===== config.mk =====
export PLATFORM = sky130hd
export DESIGN_NAME = multicycle_control
export DESIGN_NICKNAME = d
export VERILOG_FILES = /design/src/rtl/multicycle_control.sv
export SDC_FILE = /design/constraint.sdc
export NUM_CORES = 1
export LEC_CHECK = 0
export ABC_AREA = 1
export BUFFER_PORTS_ARGS = -buffer_cell sky130_fd_sc_hd__buf_2
export CAP_MARGIN = 20
export CORE_UTILIZATION = 28
export CTS_BUF_LIST = sky130_fd_sc_hd__clkbuf_2
export DETAILED_ROUTE_END_ITERATION = 8
export PLACE_DENSITY = 0.44
export SLEW_MARGIN = 20
export SYNTH_ARGS = -nofsm -noshare
export SYNTH_HDL_FRONTEND = slang
export SYNTH_SLANG_ARGS = --single-unit

===== constraint.sdc =====
create_clock -name clk -period 3 [get_ports clk]
set_clock_uncertainty 0.1 [all_clocks]
set_input_delay 0.45 -clock clk [delete_from_list [all_inputs] [get_ports clk]]
set_output_delay 0.45 -clock clk [all_outputs]
set_load 0.01 [all_outputs]

===== src/rtl/multicycle_control.sv =====
// multicycle_control: sequencer for the multi-cycle MIPS datapath.
// Drives mux selects, enables and ALU op; stalls on memory ready.
module multicycle_control #(
  parameter int WAIT_LIMIT = 15,
  parameter int COUNT_W    = 32
) (
  input  logic               clk,
  input  logic               reset,
  input  logic               run_i,
  input  logic [5:0]         opcode_i,
  input  logic               zero_i,
  input  logic               mem_ready_i,
  output logic               pc_write_o,
  output logic [1:0]         pc_src_o,
  output logic               ir_write_o,
  output logic               iord_o,
  output logic               mem_read_o,
  output logic               mem_write_o,
  output logic               reg_write_o,
  output logic [1:0]         reg_dst_o,
  output logic [1:0]         wb_src_o,
  output logic               alu_src_a_o,
  output logic [1:0]         alu_src_b_o,
  output logic [3:0]         alu_op_o,
  output logic [3:0]         state_o,
  output logic [COUNT_W-1:0] instr_count_o,
  output logic               illegal_o,
  output logic               bus_error_o
);

  localparam int WW =
    (WAIT_LIMIT > 1) ? $clog2(WAIT_LIMIT) : 1;
  localparam logic [WW-1:0] LIM_M1 =
    WW'((WAIT_LIMIT > 0) ? WAIT_LIMIT - 1 : 0);
  localparam bit HAS_LIM = (WAIT_LIMIT > 0);

  localparam logic [5:0] OP_R    = 6'h00;
  localparam logic [5:0] OP_J    = 6'h02;
  localparam logic [5:0] OP_JAL  = 6'h03;
  localparam logic [5:0] OP_BEQ  = 6'h04;
  localparam logic [5:0] OP_BNE  = 6'h05;
  localparam logic [5:0] OP_ADDI = 6'h08;
  localparam logic [5:0] OP_ANDI = 6'h0c;
  localparam logic [5:0] OP_ORI  = 6'h0d;
  localparam logic [5:0] OP_LUI  = 6'h0f;
  localparam logic [5:0] OP_LW   = 6'h23;
  localparam logic [5:0] OP_SW   = 6'h2b;

  typedef enum logic [3:0] {
    S_FETCH    = 4'd0,
    S_DECODE   = 4'd1,
    S_EXEC_R   = 4'd2,
    S_EXEC_I   = 4'd3,
    S_ALU_WB   = 4'd4,
    S_MEM_ADDR = 4'd5,
    S_MEM_RD   = 4'd6,
    S_MEM_WR   = 4'd7,
    S_MEM_WB   = 4'd8,
    S_BRANCH   = 4'd9,
    S_JUMP     = 4'd10,
    S_JAL      = 4'd11,
    S_HALT     = 4'd12
  } state_e;

  state_e             state_q, state_d;
  logic [WW-1:0]      wait_q, wait_d;
  logic [COUNT_W-1:0] count_q, count_d;
  logic               illegal_q, illegal_d;
  logic               bus_err_q, bus_err_d;

  state_e      dec_next;
  logic [3:0]  imm_op;
  logic        timeout;
  logic        retire;

  logic        pc_write_c;
  logic [1:0]  pc_src_c;
  logic        ir_write_c;
  logic        iord_c;
  logic        mem_read_c;
  logic        mem_write_c;
  logic        reg_write_c;
  logic [1:0]  reg_dst_c;
  logic [1:0]  wb_src_c;
  logic        alu_src_a_c;
  logic [1:0]  alu_src_b_c;
  logic [3:0]  alu_op_c;

  always_comb begin
    dec_next = S_HALT;
    imm_op   = 4'b0000;
    case (opcode_i)
      OP_R:    dec_next = S_EXEC_R;
      OP_ADDI: begin
        dec_next = S_EXEC_I;
        imm_op   = 4'b0000;
      end
      OP_ORI: begin
        dec_next = S_EXEC_I;
        imm_op   = 4'b0001;
      end
      OP_LUI: begin
        dec_next = S_EXEC_I;
        imm_op   = 4'b0010;
      end
      OP_ANDI: begin
        dec_next = S_EXEC_I;
        imm_op   = 4'b0011;
      end
      OP_LW:   dec_next = S_MEM_ADDR;
      OP_SW:   dec_next = S_MEM_ADDR;
      OP_BEQ:  dec_next = S_BRANCH;
      OP_BNE:  dec_next = S_BRANCH;
      OP_J:    dec_next = S_JUMP;
      OP_JAL:  dec_next = S_JAL;
      default: dec_next = S_HALT;
    endcase
  end

  // Last allowed not-ready cycle; a ready on it still completes.
  assign timeout = HAS_LIM && (wait_q == LIM_M1);

  always_comb begin
    state_d     = state_q;
    wait_d      = wait_q;
    count_d     = count_q;
    illegal_d   = illegal_q;
    bus_err_d   = bus_err_q;
    retire      = 1'b0;
    pc_write_c  = 1'b0;
    pc_src_c    = 2'b00;
    ir_write_c  = 1'b0;
    iord_c      = 1'b0;
    mem_read_c  = 1'b0;
    mem_write_c = 1'b0;
    reg_write_c = 1'b0;
    reg_dst_c   = 2'b00;
    wb_src_c    = 2'b00;
    alu_src_a_c = 1'b0;
    alu_src_b_c = 2'b00;
    alu_op_c    = 4'b0000;

    unique case (state_q)
      S_FETCH: begin
        if (run_i) begin
          mem_read_c  = 1'b1;
          alu_src_b_c = 2'b01;
          if (mem_ready_i) begin
            ir_write_c = 1'b1;
            pc_write_c = 1'b1;
            state_d    = S_DECODE;
          end else if (timeout) begin
            state_d   = S_HALT;
            bus_err_d = 1'b1;
          end else begin
            wait_d = wait_q + 1'b1;
          end
        end else begin
          wait_d = '0;
        end
      end
      S_DECODE: begin
        alu_src_b_c = 2'b11;
        state_d     = dec_next;
        if (dec_next == S_HALT) illegal_d = 1'b1;
      end
      S_EXEC_R: begin
        alu_src_a_c = 1'b1;
        alu_op_c    = 4'b1111;
        state_d     = S_ALU_WB;
      end
      S_EXEC_I: begin
        alu_src_a_c = 1'b1;
        alu_src_b_c = 2'b10;
        alu_op_c    = imm_op;
        state_d     = S_ALU_WB;
      end
      S_ALU_WB: begin
        reg_write_c = 1'b1;
        reg_dst_c   = (opcode_i == OP_R) ? 2'b01 : 2'b00;
        retire      = 1'b1;
        state_d     = S_FETCH;
      end
      S_MEM_ADDR: begin
        alu_src_a_c = 1'b1;
        alu_src_b_c = 2'b10;
        if (opcode_i == OP_SW) begin
          alu_op_c = 4'b0101;
          state_d  = S_MEM_WR;
        end else begin
          alu_op_c = 4'b0100;
          state_d  = S_MEM_RD;
        end
      end
      S_MEM_RD: begin
        iord_c     = 1'b1;
        mem_read_c = 1'b1;
        if (mem_ready_i) begin
          state_d = S_MEM_WB;
        end else if (timeout) begin
          state_d   = S_HALT;
          bus_err_d = 1'b1;
        end else begin
          wait_d = wait_q + 1'b1;
        end
      end
      S_MEM_WR: begin
        iord_c      = 1'b1;
        mem_write_c = 1'b1;
        if (mem_ready_i) begin
          retire  = 1'b1;
          state_d = S_FETCH;
        end else if (timeout) begin
          state_d   = S_HALT;
          bus_err_d = 1'b1;
        end else begin
          wait_d = wait_q + 1'b1;
        end
      end
      S_MEM_WB: begin
        reg_write_c = 1'b1;
        wb_src_c    = 2'b01;
        retire      = 1'b1;
        state_d     = S_FETCH;
      end
      S_BRANCH: begin
        alu_src_a_c = 1'b1;
        pc_src_c    = 2'b01;
        if (opcode_i == OP_BNE) begin
          alu_op_c   = 4'b0111;
          pc_write_c = ~zero_i;
        end else begin
          alu_op_c   = 4'b0110;
          pc_write_c = zero_i;
        end
        retire  = 1'b1;
        state_d = S_FETCH;
      end
      S_JUMP: begin
        pc_write_c = 1'b1;
        pc_src_c   = 2'b10;
        retire     = 1'b1;
        state_d    = S_FETCH;
      end
      S_JAL: begin
        pc_write_c  = 1'b1;
        pc_src_c    = 2'b10;
        reg_write_c = 1'b1;
        reg_dst_c   = 2'b10;
        wb_src_c    = 2'b10;
        retire      = 1'b1;
        state_d     = S_FETCH;
      end
      S_HALT: state_d = S_HALT;
      default: state_d = S_HALT;
    endcase

    if (state_d != state_q &&
        (state_d == S_FETCH ||
         state_d == S_MEM_RD ||
         state_d == S_MEM_WR)) begin
      wait_d = '0;
    end
    if (retire) count_d = count_q + 1'b1;
  end

  always_ff @(posedge clk) begin
    if (!reset) begin
      state_q   <= S_FETCH;
      wait_q    <= '0;
      count_q   <= '0;
      illegal_q <= 1'b0;
      bus_err_q <= 1'b0;
    end else begin
      state_q   <= state_d;
      wait_q    <= wait_d;
      count_q   <= count_d;
      illegal_q <= illegal_d;
      bus_err_q <= bus_err_d;
    end
  end

  // Datapath controls are held quiet for the whole reset window.
  assign pc_write_o    = reset & pc_write_c;
  assign pc_src_o      = reset ? pc_src_c : 2'b00;
  assign ir_write_o    = reset & ir_write_c;
  assign iord_o        = reset & iord_c;
  assign mem_read_o    = reset & mem_read_c;
  assign mem_write_o   = reset & mem_write_c;
  assign reg_write_o   = reset & reg_write_c;
  assign reg_dst_o     = reset ? reg_dst_c : 2'b00;
  assign wb_src_o      = reset ? wb_src_c : 2'b00;
  assign alu_src_a_o   = reset & alu_src_a_c;
  assign alu_src_b_o   = reset ? alu_src_b_c : 2'b00;
  assign alu_op_o      = reset ? alu_op_c : 4'b0000;
  assign state_o       = state_q;
  assign instr_count_o = count_q;
  assign illegal_o     = illegal_q;
  assign bus_error_o   = bus_err_q;

endmodule

==> metrics.md <==
| Metric | Value |
|---|---|
| RSZ-0062 raised after global routing | `no` |
| Hold Buf Count CTS | `0` |
| Core Util, Final | `roughly a third` |
| Max Clock Freq | `366 MHz` |
| Clock transition at path regs | `~250 ps` |
| Initial antenna violation count | `0` |
| Crit path time final | `around 2700 ps` |
| Clock power share | `about 26%` |
| Root Driver | `clkbuf_2` |
| Largest net degree at the start of global routing | `25` |
| Final-report setup violation count | `0` |
| Via density per instance | `4.72` |
| Proportion of layout cells with a drive suffix above 1 | `a little over a fifth` |
| Layout Nets | `508` |
| Combinational share of power | `18.1%` |
| Post-Syn Instances | `426` |
| Yosys reg bits | `42` |
| Relative slew slack | `between 60 and 70%` |
| Latest clock arrival within the worst-skew pair | `roughly 430 ps` |
| Flop pwr share | `approximately 56%` |
| Metal3 WL | `387 um` |
| Starting Density | `about 29%` |
| Outcome | `completed` |
| Syn nets | `440` |
| Max IR drop VDD | `~0.00012 V` |
| Reg2Reg Setup Slack | `between 600 and 700 ps` |
| CP Data Required Time | `between 2000 and 2500 ps` |
| Leak | `1.48 nW` |
| WL final | `between 8 and 9 mm` |
| Crit path DAT | `approximately 2200 ps` |
| Row count | `35` |
| Grt total ovfl | `0` |
| Post-DR wirelength/cell | `approximately 13 um` |
| Top Metal Used | `met4` |
| CTS Buffer Depth | `2` |
| IO Pins | `68` |
| Tot GR Track Use | `17.0%` |
| CP startpoint kind | `register` |
| DRT antenna net count | `0` |
| Vias in the first global route | `2,665` |
| P_int | `a little under 0.7 mW` |
| Pwr/cell area | `between 300 and 400 mW/mm2` |
| Mean post-synth cell area | `6.37 um2` |
| Hold Crit Class | `in2reg` |
| CORE AREA | `roughly 0.0093 mm2` |
| First-pass GRT wire length | `between 10 and 15 mm` |
| Die Area | `around 0.01 mm2` |
| Diode count | `0` |
| Synth Warn # | `0` |
| CP Max Fanout | `9` |
| Die Ht | `about 100 um` |
| CTS H-tree lvls | `2` |
| Switching Fraction | `between 30% and 40%` |
| Initial DRC count | `162` |
| Met1 WL | `approximately 4.1 mm` |
| Placer's final routability congestion estimate | `~0.89` |
| CTS tree | `built` |
| DR WL met2 | `between 3 and 4 mm` |
| Num CTS Buffers | `5` |
| Setup tns final | `0 ps` |
| Drt drc | `0` |
| Clock sink count | `between 40 and 50` |
| Via Count | `around 2.9k` |
| Tcrit/Tclk final | `slightly above 90%` |
| Seq/Total Area, Yosys | `31.0%` |
| CP Capture Type | `primary output` |
| Final hold vios | `0` |
| Crit Path Class | `reg2out` |
| Final Slew Violations | `0` |
| PortBufs | `67` |
| Worst-Margin Slew | `533 ps` |
| Maxcap violations | `0` |
| Distinct cells, synth | `33` |
| HPWL Detailed | `around 6.4 mm` |
| NetSw | `about 0.35 mW` |
| First-pass DRT Iterations | `4` |
| Mapped Area | `about 0.0027 mm2` |
| Width of the die | `roughly 100 um` |
| Area grow syn2layout | `19.2%` |
## cells in the mapped netlist
cell / count / area share, %
a211o_1: 1 / 0.32
a21oi_1: 26 / 4.8
a221oi_1: 1 / 0.32
a22oi_1: 1 / 0.28
a31oi_1: 6 / 1.4
buf_2: 2 / 0.37
buf_4: 1 / 0.28
clkbuf_1: 5 / 0.69
clkinv_1: 1 / 0.14
dfxtp_1: 42 / 31
ha_1: 3 / 1.4
inv_1: 50 / 6.9
inv_2: 2 / 0.28
nand2_1: 76 / 11
nand2_2: 4 / 0.92
nand2_4: 1 / 0.42
nand3_1: 37 / 6.8
nand3_2: 4 / 1.5
nand3_4: 1 / 0.65
nand3b_1: 2 / 0.55
nand4_1: 11 / 2.5
nor2_1: 78 / 11
nor2_2: 7 / 1.6
nor2_4: 2 / 0.83
nor3_1: 25 / 4.6
nor3_2: 4 / 1.5
nor4_1: 1 / 0.23
o211ai_1: 3 / 0.83
o21a_1: 3 / 0.83
o21ai_0: 10 / 1.8
o21ai_1: 2 / 0.37
xnor2_1: 6 / 1.9
xor2_1: 8 / 2.6
## routing by layer
layer / GRT usage (%) / vias to the layer above
li1: - / 1538
met1: 23.9 / 1331
met2: 26.9 / 68
met3: 3.06 / 6
met4: 3.68 / 0
met5: 0 / -
## flip-flops by register name, summed over array words and instances, names as in the netlist
| register | flops |
|---|---|
| bus_error_o | 1 |
| state_o | 4 |
| instr_count_o | 32 |
| wait_q | 4 |
| illegal_o | 1 |
## repair_timing
action	4_1_cts	5_1_grt
setup buffers	0	0
resized for setup	0	1
endpoints found under the setup margin	0	1
## cells in the final DEF, fill, tap and decap left out, types with 3 or more instances in the layout
cell / synthesis / final
nor2_1: 78 / 77
nand2_1: 76 / 76
buf_2: 2 / 67
inv_1: 50 / 50
dfxtp_1: 42 / 42
nand3_1: 37 / 37
a21oi_1: 26 / 26
nor3_1: 25 / 25
nand4_1: 11 / 11
o21ai_0: 10 / 10
nor2_2: 7 / 8
xor2_1: 8 / 8
xnor2_1: 6 / 6
a31oi_1: 6 / 6
clkbuf_2: 0 / 6
nand2_2: 4 / 4
nand3_2: 4 / 4
nor3_2: 4 / 4
o211ai_1: 3 / 3
o21a_1: 3 / 3
ha_1: 3 / 3
## final cells by class
class	count	area (um2)
Clock buffer	6	30.0
Clock inverter	2	13.8
Fill cell	1073	6090
Inverter	53	199
Multi-Input combinational cell	323	1640
Sequential cell	42	841
Tap cell	129	161
Timing Repair Buffer	69	350
## per-stage QoR
step	instances	setup WS [ps]	total power [mW]	cell area, um2	hold WS, ps
floorplan	426	928	0.719	2710	374
global placement	616	545	0.785	3190	337
detailed placement	616	457	0.783	3190	345
CTS	624	221	1.05	3230	254
global route	624	77.3	1.10	3230	251
finish	624	266	1.04	3230	287
## final timing paths
| check | cells after the start | to | start |
|---|---|---|---|
| max | 7 | pc_write_o | state_o[1]$_SDFF_PN0_ |
| min | 3 | instr_count_o[28]$_SDFFE_PN0P_ | reset |
| max reg2reg | 11 | instr_count_o[21]$_SDFFE_PN0P_ | state_o[2]$_SDFF_PN0_ |
| min reg2reg | 2 | bus_error_o$_SDFFE_PN0P_ | bus_error_o$_SDFFE_PN0P_ |
## power groups by stage
stage          sequential [mW]  combinational [mW]  clock [mW]
2_1_floorplan            0.594               0.125           0
3_3_place_gp             0.594               0.191           0
3_5_place_dp             0.594               0.189           0
4_1_cts                  0.584               0.189       0.281
5_1_grt                  0.587               0.215       0.300
6_report                 0.584               0.188       0.264
## cells by family after synthesis
logic type	share of synthesized area [%]
xor+xnor	4.52
compound gates	11.0
buf+inv	8.67
fa+ha+maj	1.38
flops	31.0
simple gates	43.5
## critical path, cell delays in order, from the launching register on
cell and delay, ps:
dfxtp_1 480, nor2_2 280, nand2_1 140, nor2_1 220, inv_1 130, nor3_1 250
a211o_1 140, buf_2 120
Note: power is estimated with default switching activity, not from simulation.
